`src/rtl/writeback_unit_p.sv`:
```
`default_nettype none
// ============================================================================
// Module   : writeback_unit_p
// Purpose  : Write-back stage. Retires ALU results and load returns into the
//            register file through a single write port. Updates NZCV flags.
//            Tracks in-order outstanding loads in a small index queue (LDQ)
//            and publishes a per-register busy scoreboard.
// Options  : WB_BYPASS_EN - adds byp_valid/byp_idx/byp_data, which show the
//            write that reg_w_* will carry on the next cycle.
// Revision : 1.0 - initial release
// ============================================================================
module writeback_unit_p #(
    parameter int DATA_W    = 16,
    parameter int REG_IDX_W = 5,
    parameter int LDQ_DEPTH = 4
) (
    input  logic                          clk,
    input  logic                          reset,
    input  logic                          ex_wb_valid,
    output logic                          ex_wb_ready,
    input  logic [DATA_W-1:0]             ex_wb_result,
    input  logic [3:0]                    ex_wb_nzcv,
    input  logic                          ex_wb_flags_we,
    input  logic                          ex_wb_reg_we,
    input  logic                          ex_wb_is_load,
    input  logic [REG_IDX_W-1:0]          ex_wb_reg_idx_dst,
    input  logic                          mem_r_valid,
    input  logic [DATA_W-1:0]             mem_r_data,
    output logic                          reg_w_en,
    output logic [REG_IDX_W-1:0]          reg_w_idx,
    output logic [DATA_W-1:0]             reg_w_data,
    output logic [3:0]                    flags_q,
    output logic [(2**REG_IDX_W)-1:0]     reg_busy,
    output logic [$clog2(LDQ_DEPTH):0]    ldq_count,
    output logic                          ldq_underflow
`ifdef WB_BYPASS_EN
    ,
    output logic                          byp_valid,
    output logic [REG_IDX_W-1:0]          byp_idx,
    output logic [DATA_W-1:0]             byp_data
`endif
);

    localparam int C_PTR_W = $clog2(LDQ_DEPTH);
    localparam int C_CNT_W = C_PTR_W + 1;
    localparam int C_NREG  = 2 ** REG_IDX_W;

    // LDQ storage: destination index and valid bit per slot
    logic [REG_IDX_W-1:0] r_ldq_idx [LDQ_DEPTH];
    logic [LDQ_DEPTH-1:0] r_slot_vld;
    logic [C_PTR_W-1:0]   r_wr_ptr;
    logic [C_PTR_W-1:0]   r_rd_ptr;
    logic [C_CNT_W-1:0]   r_count;

    logic [C_NREG-1:0]    r_busy;
    logic [3:0]           r_flags;
    logic                 r_uf;
    logic                 r_w_en;
    logic [REG_IDX_W-1:0] r_w_idx;
    logic [DATA_W-1:0]    r_w_data;

    logic                 w_full;
    logic                 w_empty;
    logic                 w_ready;
    logic                 w_accept;
    logic                 w_push;
    logic                 w_pop;
    logic                 w_alu_wr;
    logic                 w_nxt_en;
    logic [REG_IDX_W-1:0] w_nxt_idx;
    logic [DATA_W-1:0]    w_nxt_data;
    logic [LDQ_DEPTH-1:0] w_vld_nxt;
    logic [C_NREG-1:0]    w_busy_nxt;

    assign w_full   = (r_count == C_CNT_W'(LDQ_DEPTH));
    assign w_empty  = (r_count == '0);

    // A full queue blocks a load even if a pop happens this cycle; a memory
    // return owns the write port, so an ALU register write must wait.
    assign w_ready  = ~(ex_wb_is_load & w_full)
                    & ~(mem_r_valid & ex_wb_reg_we & ~ex_wb_is_load);
    assign w_accept = ex_wb_valid & w_ready;
    assign w_push   = w_accept & ex_wb_is_load;
    assign w_pop    = mem_r_valid & ~w_empty;
    assign w_alu_wr = w_accept & ~ex_wb_is_load & ex_wb_reg_we;

    // Select the write for the next cycle; pop and ALU write are exclusive
    always_comb begin
        w_nxt_en   = w_pop | w_alu_wr;
        w_nxt_idx  = '0;
        w_nxt_data = '0;
        if (w_pop) begin
            w_nxt_idx  = r_ldq_idx[r_rd_ptr];
            w_nxt_data = mem_r_data;
        end else if (w_alu_wr) begin
            w_nxt_idx  = ex_wb_reg_idx_dst;
            w_nxt_data = ex_wb_result;
        end
    end

    // Busy scoreboard from the slot contents after this cycle's push/pop
    always_comb begin
        w_vld_nxt = r_slot_vld;
        if (w_pop) begin
            w_vld_nxt[r_rd_ptr] = 1'b0;
        end
        if (w_push) begin
            w_vld_nxt[r_wr_ptr] = 1'b1;
        end
        w_busy_nxt = '0;
        for (int s = 0; s < LDQ_DEPTH; s++) begin
            if (w_vld_nxt[s]) begin
                if (w_push && (r_wr_ptr == C_PTR_W'(s))) begin
                    w_busy_nxt[ex_wb_reg_idx_dst] = 1'b1;
                end else begin
                    w_busy_nxt[r_ldq_idx[s]] = 1'b1;
                end
            end
        end
    end

    // LDQ pointers, slots and occupancy
    always_ff @(posedge clk or posedge reset) begin
        if (reset) begin
            r_wr_ptr   <= '0;
            r_rd_ptr   <= '0;
            r_count    <= '0;
            r_slot_vld <= '0;
            for (int s = 0; s < LDQ_DEPTH; s++) begin
                r_ldq_idx[s] <= '0;
            end
        end else begin
            r_slot_vld <= w_vld_nxt;
            if (w_push) begin
                r_ldq_idx[r_wr_ptr] <= ex_wb_reg_idx_dst;
                r_wr_ptr            <= r_wr_ptr + C_PTR_W'(1);
            end
            if (w_pop) begin
                r_rd_ptr <= r_rd_ptr + C_PTR_W'(1);
            end
            if (w_push && !w_pop) begin
                r_count <= r_count + C_CNT_W'(1);
            end else if (!w_push && w_pop) begin
                r_count <= r_count - C_CNT_W'(1);
            end
        end
    end

    // Register-file write port, flags, busy map and underflow flag
    always_ff @(posedge clk or posedge reset) begin
        if (reset) begin
            r_w_en   <= 1'b0;
            r_w_idx  <= '0;
            r_w_data <= '0;
            r_flags  <= 4'b0000;
            r_busy   <= '0;
            r_uf     <= 1'b0;
        end else begin
            r_w_en   <= w_nxt_en;
            r_w_idx  <= w_nxt_idx;
            r_w_data <= w_nxt_data;
            r_busy   <= w_busy_nxt;
            if (w_accept && ex_wb_flags_we) begin
                r_flags <= ex_wb_nzcv;
            end
            if (mem_r_valid && w_empty) begin
                r_uf <= 1'b1;
            end
        end
    end

    assign ex_wb_ready   = w_ready;
    assign reg_w_en      = r_w_en;
    assign reg_w_idx     = r_w_idx;
    assign reg_w_data    = r_w_data;
    assign flags_q       = r_flags;
    assign reg_busy      = r_busy;
    assign ldq_count     = r_count;
    assign ldq_underflow = r_uf;

`ifdef WB_BYPASS_EN
    assign byp_valid = w_nxt_en;
    assign byp_idx   = w_nxt_idx;
    assign byp_data  = w_nxt_data;
`endif

endmodule
`default_nettype wire

```
`config.mk`:
```
export PLATFORM = sky130hd
export DESIGN_NAME = writeback_unit_p
export DESIGN_NICKNAME = d
export VERILOG_FILES = /design/src/rtl/writeback_unit_p.sv
export SDC_FILE = /design/constraint.sdc
export NUM_CORES = 1
export LEC_CHECK = 0
export BUFFER_PORTS_ARGS = -buffer_cell sky130_fd_sc_hd__buf_2
export CAP_MARGIN = 10
export CORE_MARGIN = 4
export CORE_UTILIZATION = 40
export DETAILED_ROUTE_END_ITERATION = 8
export SETUP_SLACK_MARGIN = 0.2
export SYNTH_ARGS = -nofsm -noshare
export SYNTH_HDL_FRONTEND = slang
export SYNTH_SLANG_ARGS = --single-unit
```
`constraint.sdc`:
```
create_clock -name clk -period 3 [get_ports clk]
set_clock_uncertainty 0.05 [all_clocks]
set_input_delay 0.6 -clock clk [delete_from_list [all_inputs] [get_ports clk]]
set_output_delay 0.6 -clock clk [all_outputs]
set_load 0.01 [all_outputs]
```
* Word level (Yosys, flattened, before mapping) *
Cells that the tools add are included.

cells by class
  equal/unequal tests = 4
  add/sub/neg operators = 4
  $lt $le $gt $ge = 17
  muxes and demuxes = 36
  bitwise gates (word level) = 25
  reduce and logical (&&, ||, !) cells = 21

operators by type and width
  operator             number
  $mux 32              8
  $or 32x32->32        6
  $mux 16              2
  $lt 5x6->1 const B   5
  $demux 1 s5          5
  $ge 5x1->1 const B   5
  $mux 5               5
  $bwmux 20            1
  $logic_and 1x1->1    16
  $bmux 5 s2           1
  $demux 5 s2          1
  $and 1x1->1          9
  $mux 4               2
  $mux 1               7
  $ge 3x3->1 const B   2
  $lt 2x3->1 const B   2
  $mux 3               2
  $not 2->3            2
  $add 2x1->2 const B  2
  $and 4x4->4          1
  $demux 1 s2          2
  $eq 2x2->1 const B   2
  $ge 2x1->1 const B   2
  $not 1->1            4
  other kinds (12)     13

word-level totals
  logic and storage cells = 121
  input port bits = 48
  flip-flop bits (word level) = 90
  output and inout bits = 63

* Longest topological paths before layout *
  word-level depth = 19
  mapped depth = 10
  gate-level depth less buffers = 8

* Least setup slack after synthesis *
No wires, ideal clock.

  path kind = reg-to-reg
  start point = register r_count[0] (netlist: ldq_count[0])
  end point = register r_count[2] (netlist: ldq_count[2])
  path buffers = 2
  arrival = 2.237 ns
  cell stages (with the launch flop) = 11
  setup slack = 0.634 ns
  clock period less this slack = 2.366 ns
  data required time = 2.871 ns
  library setup time = 0.079 ns
  path through = dfrtp_1 o31a_2 buf_12 clkbuf_1 inv_1 ha_1 inv_1 fa_1 xor2_1 nor2_1 xor2_1

between the ends
  longest elaborated chain between the ends = 9
  elaborated cells between the ends (all ways) = 18
  classes of those cells = 2 x add/sub; 1 x eq/ne; 2 x mux; 7 x bitwise; 6 x reduce/logical

RTL lines
  item                                line  RTL
  from (decl)                         53    logic [C_CNT_W-1:0] r_count;
  from (signal assigned)              142   r_count <= r_count + C_CNT_W'(1);
  from (signal assigned)              144   r_count <= r_count - C_CNT_W'(1);
  $eq 3x3->1                          75    assign w_full = (r_count == C_CNT_W'(LDQ_DEPTH));
  $and 1x1->1                         80    assign w_ready = ~(ex_wb_is_load & w_full)
  $not 1->1                           80
  $and 1x1->1                         81    & ~(mem_r_valid & ex_wb_reg_we & ~ex_wb_is_load);
  $and 1x1->1                         82    assign w_accept = ex_wb_valid & w_ready;
  $and 1x1->1                         83    assign w_push = w_accept & ex_wb_is_load;
  $logic_not 1->1                     143   end else if (!w_push && w_pop) begin
  $logic_and 1x1->1                   143
  $reduce_bool 2->1 (no source line)  -

Parallel ways exist; a longest one is shown, timed or not. The select of a mux whose other input is x is not followed.
A chain may end at the register's enable or synchronous reset.

* Final worst setup path *
  start point = register r_count[0] (netlist: ldq_count[0])
  end point = register r_busy[19] (netlist: reg_busy[19])

between the ends
  longest elaborated chain between the ends = 18
  elaborated cells between the ends (all ways) = 30
  classes of those cells = 1 x eq/ne; 10 x mux; 14 x bitwise; 5 x reduce/logical

RTL lines
  item                            line  RTL
  $eq 3x3->1                      75
  $and 1x1->1                     80
  $not 1->1                       80
  $and 1x1->1                     81
  $and 1x1->1                     82
  $and 1x1->1                     83
  $logic_and 1x1->1               113   if (w_push && (r_wr_ptr == C_PTR_W'(s))) begin
  $mux 32                         113
  (+3 left out)                   -
  $mux 32                         112   if (w_vld_nxt[s]) begin
  $or 32x32->32 (no source line)  -
  $mux 32                         113
  $mux 32                         112
  $or 32x32->32 (no source line)  -
  $mux 32                         113
  $mux 32 *                       112
  named net w_busy_nxt[19]        73    logic [C_NREG-1:0] w_busy_nxt;
  to (signal assigned)            162   r_busy <= w_busy_nxt;
  to (decl)                       55    logic [C_NREG-1:0] r_busy;

The timed path passes the listed nets; every way through them passes the cells marked *.

==> flow_summary.yaml <==
outcome:
  status: "finished clean"
setup_path:
  crit_start: "ldq_count[0]"
  startpoint_type: "flip-flop"
  crit_path_end_kind: "flip-flop"
  r2r_start: "ldq_count[0]"
  cp.arrival_ns: 2.62
  critical_path_class: "reg2reg"
  crit_fanout: 31
  cp.required_ns: 3.20
synthesis:
  syn-instance-count: 576
  yosys_warnings: 0
  synth_compound_area_frac: 0.154
  yosys.area.top_type_share: 0.419
  synth-async-reset-ratio: 1.00
  synth_commonest_cells: "nor2_1 (107), dfrtp_1 (90), a22oi_1 (64)"
  synth_fp_nets: 634
  seq_area_frac_synth: 0.419
  synth_ff_type: "dfrtp_1"
  muxShareOfSynthArea: 0.0733
  synth_adder_area_share: 0.0247
  yosys.cell_types.count: 44
  yosys-top-cells-area: "dfrtp_1 (42%), a22oi_1 (8.9%), nor2_1 (7.5%)"
  syn_area_sq_um: 5380
  synth_xor_area_frac: 0.00814
  synth_area_leader_cell: "dfrtp_1"
  synth-seq-cells: 90
  avgSynthCellArea_sq_um: 9.34
  synth_edf_count: 0
  yosysMostFrequentCell: "nor2_1"
  yosys.area_share.simple: 0.257
  synth_top_family_by_area: "simple AND/OR/NAND/NOR gates"
drt:
  vias_per_cell: 5.80
  ant_nets: 0
  drt-wirelength-per-cell_microns: 19.9
  dr.pass1.iters: 6
  vias: 4856
  drc: 0
  routed_wl_microns: 16700
  drt_iter0_drc: 667
layout:
  drive_above_1_share: 0.292
  finalNetCount: 714
  syn_to_final_growth_pct: 16.7
  n_fill_cell: 1241
  antenna_cells: 0
cts:
  cts_setup_buffers: 0
  cts_buffers: 9
  cts_buffer_depth: 2
  clk_latency_ns: 0.34
  clock-sinks: 90
  cts_root_buf: "clkbuf_16"
  clk_pin_slew_worst_paths_ns: 0.06
  htreeDepth: 3
  cts_resized: 0
  hold_buffers: 0
  cts_tree: "yes"
worst_hold_path:
  hold_path_class: "in2async"
power:
  total_power_mw: 5.97
  p_clk_frac: 0.189
  combPwrFrac: 0.433
  vdd_drop_max_mv: 0.413
  power.switching_mw: 2.69
  power.density_nw_per_um2: 950
  share_seq_of_total_power: 0.378
  swShare: 0.450
  intPower_mw: 3.28
  p_leak_nw: 2.88
timing:
  setup-violations-final: 0
  drv_slew: 0
  setup_tns_ns: 0
  period_needed_ns: 2.42
  max_freq_ghz: 0.413
  tightestPinTransition_ns: 0.697
  fin_crit_sh: 0.807
  rsz0062_at_grt: "no"
  hold_violations: 0
  slew_headroom: 0.534
global_routing:
  grt_overflow: 0
  grt_usage: 0.220
  antenna_found_initial: 0
  grt_max_degree: 61
  grt_pass1_wl_microns: 25700
  grt_pass1_vias: 4755
floorplan:
  die_w_microns: 124
  die_area_sq_um: 15400
  core-area_sq_um: 13200
  pin_count: 111
  die_h_microns: 124
  start_util: 0.408
  std_cell_rows: 42
placed_design:
  place_congestion: 0.905
  dp_hpwl_microns: 11200
  port_buffers: 110
run:
  max_cap_viol_count: 0
-- stage by stage --
| stage | util | std cells | worst slack (ns) | instance area, sq um | hold WS (ns) |
|---|---|---|---|---|---|
| 6_report | 0.476 | 837 | 0.579 | 6280 | 0.317 |
| 3_3_place_gp | 0.453 | 821 | 0.620 | 5980 | 0.390 |
| 2_1_floorplan | - | 576 | 0.634 | 5380 | 0.387 |
| 5_1_grt | 0.476 | 837 | 0.432 | 6280 | 0.383 |
| 3_5_place_dp | 0.453 | 821 | 0.561 | 5980 | 0.396 |
| 4_1_cts | 0.476 | 837 | 0.573 | 6280 | 0.334 |
-- power groups by stage --
stage / clock network [mW] / registers, mW / logic, mW
6_report: 1.13 / 2.25 / 2.58
5_1_grt: 1.20 / 2.31 / 2.80
4_1_cts: 1.16 / 2.22 / 2.56
3_5_place_dp: 0 / 2.24 / 2.55
3_3_place_gp: 0 / 2.22 / 2.52
2_1_floorplan: 0 / 1.91 / 2.06
-- metal layers --
layer	global-route usage	vias to the layer above	wire (microns)
met3	0.0500	59	1650
met2	0.342	264	7860
met4	0.112	0	631
met5	0	-	0
li1	-	2196	-
met1	0.289	2337	6520
-- cells by family (layout without fill, tap and decap cells) --
group | Yosys count | after routing
muxes | 30 | 30
buffers and inverters | 64 | 149
DFF | 90 | 90
and+or+nand+nor | 280 | 280
adders and majority gates | 10 | 10
xor gates and xnor gates | 5 | 5
AOI/OAI and AO/OA | 97 | 97
-- flip-flops by register name (all words and copies together), names as in the netlist --
register / flops
reg_busy: 32
r_ldq_idx: 20
reg_w_data: 16
reg_w_idx: 5
flags_q: 4
r_slot_vld: 4
ldq_count: 3
r_rd_ptr: 2
r_wr_ptr: 2
ldq_underflow: 1
reg_w_en: 1
-- path summary, 6_finish.rpt --
path                            endpoint  slack, ns  depth (start not counted)
max                         reg_busy[19]       0.58                          6
min                         reg_busy[24]       0.32                          2
max reg2reg                 reg_busy[19]       0.58                          6
min reg2reg                ldq_underflow       0.40                          1
max in group asynchronous   r_ldq_idx[5]       1.88                          3
min in group clk           ldq_underflow       0.40                          1
-- layout by cell type, fill, tap and decap left out, types with 3 or more instances in the layout --
cell	netlist	routed
dfrtp_1	90	90
buf_2	1	110
and3_1	6	6
or3b_2	11	11
a22o_1	21	21
nand2_1	53	53
ha_1	9	9
nand3b_1	13	13
or3_1	4	4
nor4_2	3	3
nor3_1	23	23
buf_4	3	10
clkbuf_16	0	9
nand2b_1	10	10
nor2_1	107	107
a22oi_1	64	64
mux4_2	5	5
xnor2_1	3	3
nor3b_1	3	3
mux2_2	25	25
a221oi_4	4	4
nand3_1	35	35
inv_1	11	10
-- final cells by class --
type / count / area (sq um) / share of cell area
Clock inverter: 4 / 51.3 / 0.00817
Multi-Input combinational cell: 422 / 2800 / 0.445
Inverter: 11 / 45.0 / 0.00718
Tap cell: 176 / 220 / 0.0351
Timing Repair Buffer: 122 / 666 / 0.106
Sequential cell: 90 / 2250 / 0.359
Clock buffer: 12 / 246 / 0.0393
-- critical path, stage by stage (launching register included) --
cell      delay [ns]
dfrtp_1         0.48
o31a_2          0.51
buf_4           0.26
a221oi_4        0.23
buf_4           0.37
nand3_1         0.15
o211ai_1        0.23
Note: power is estimated with default switching activity, not from simulation.
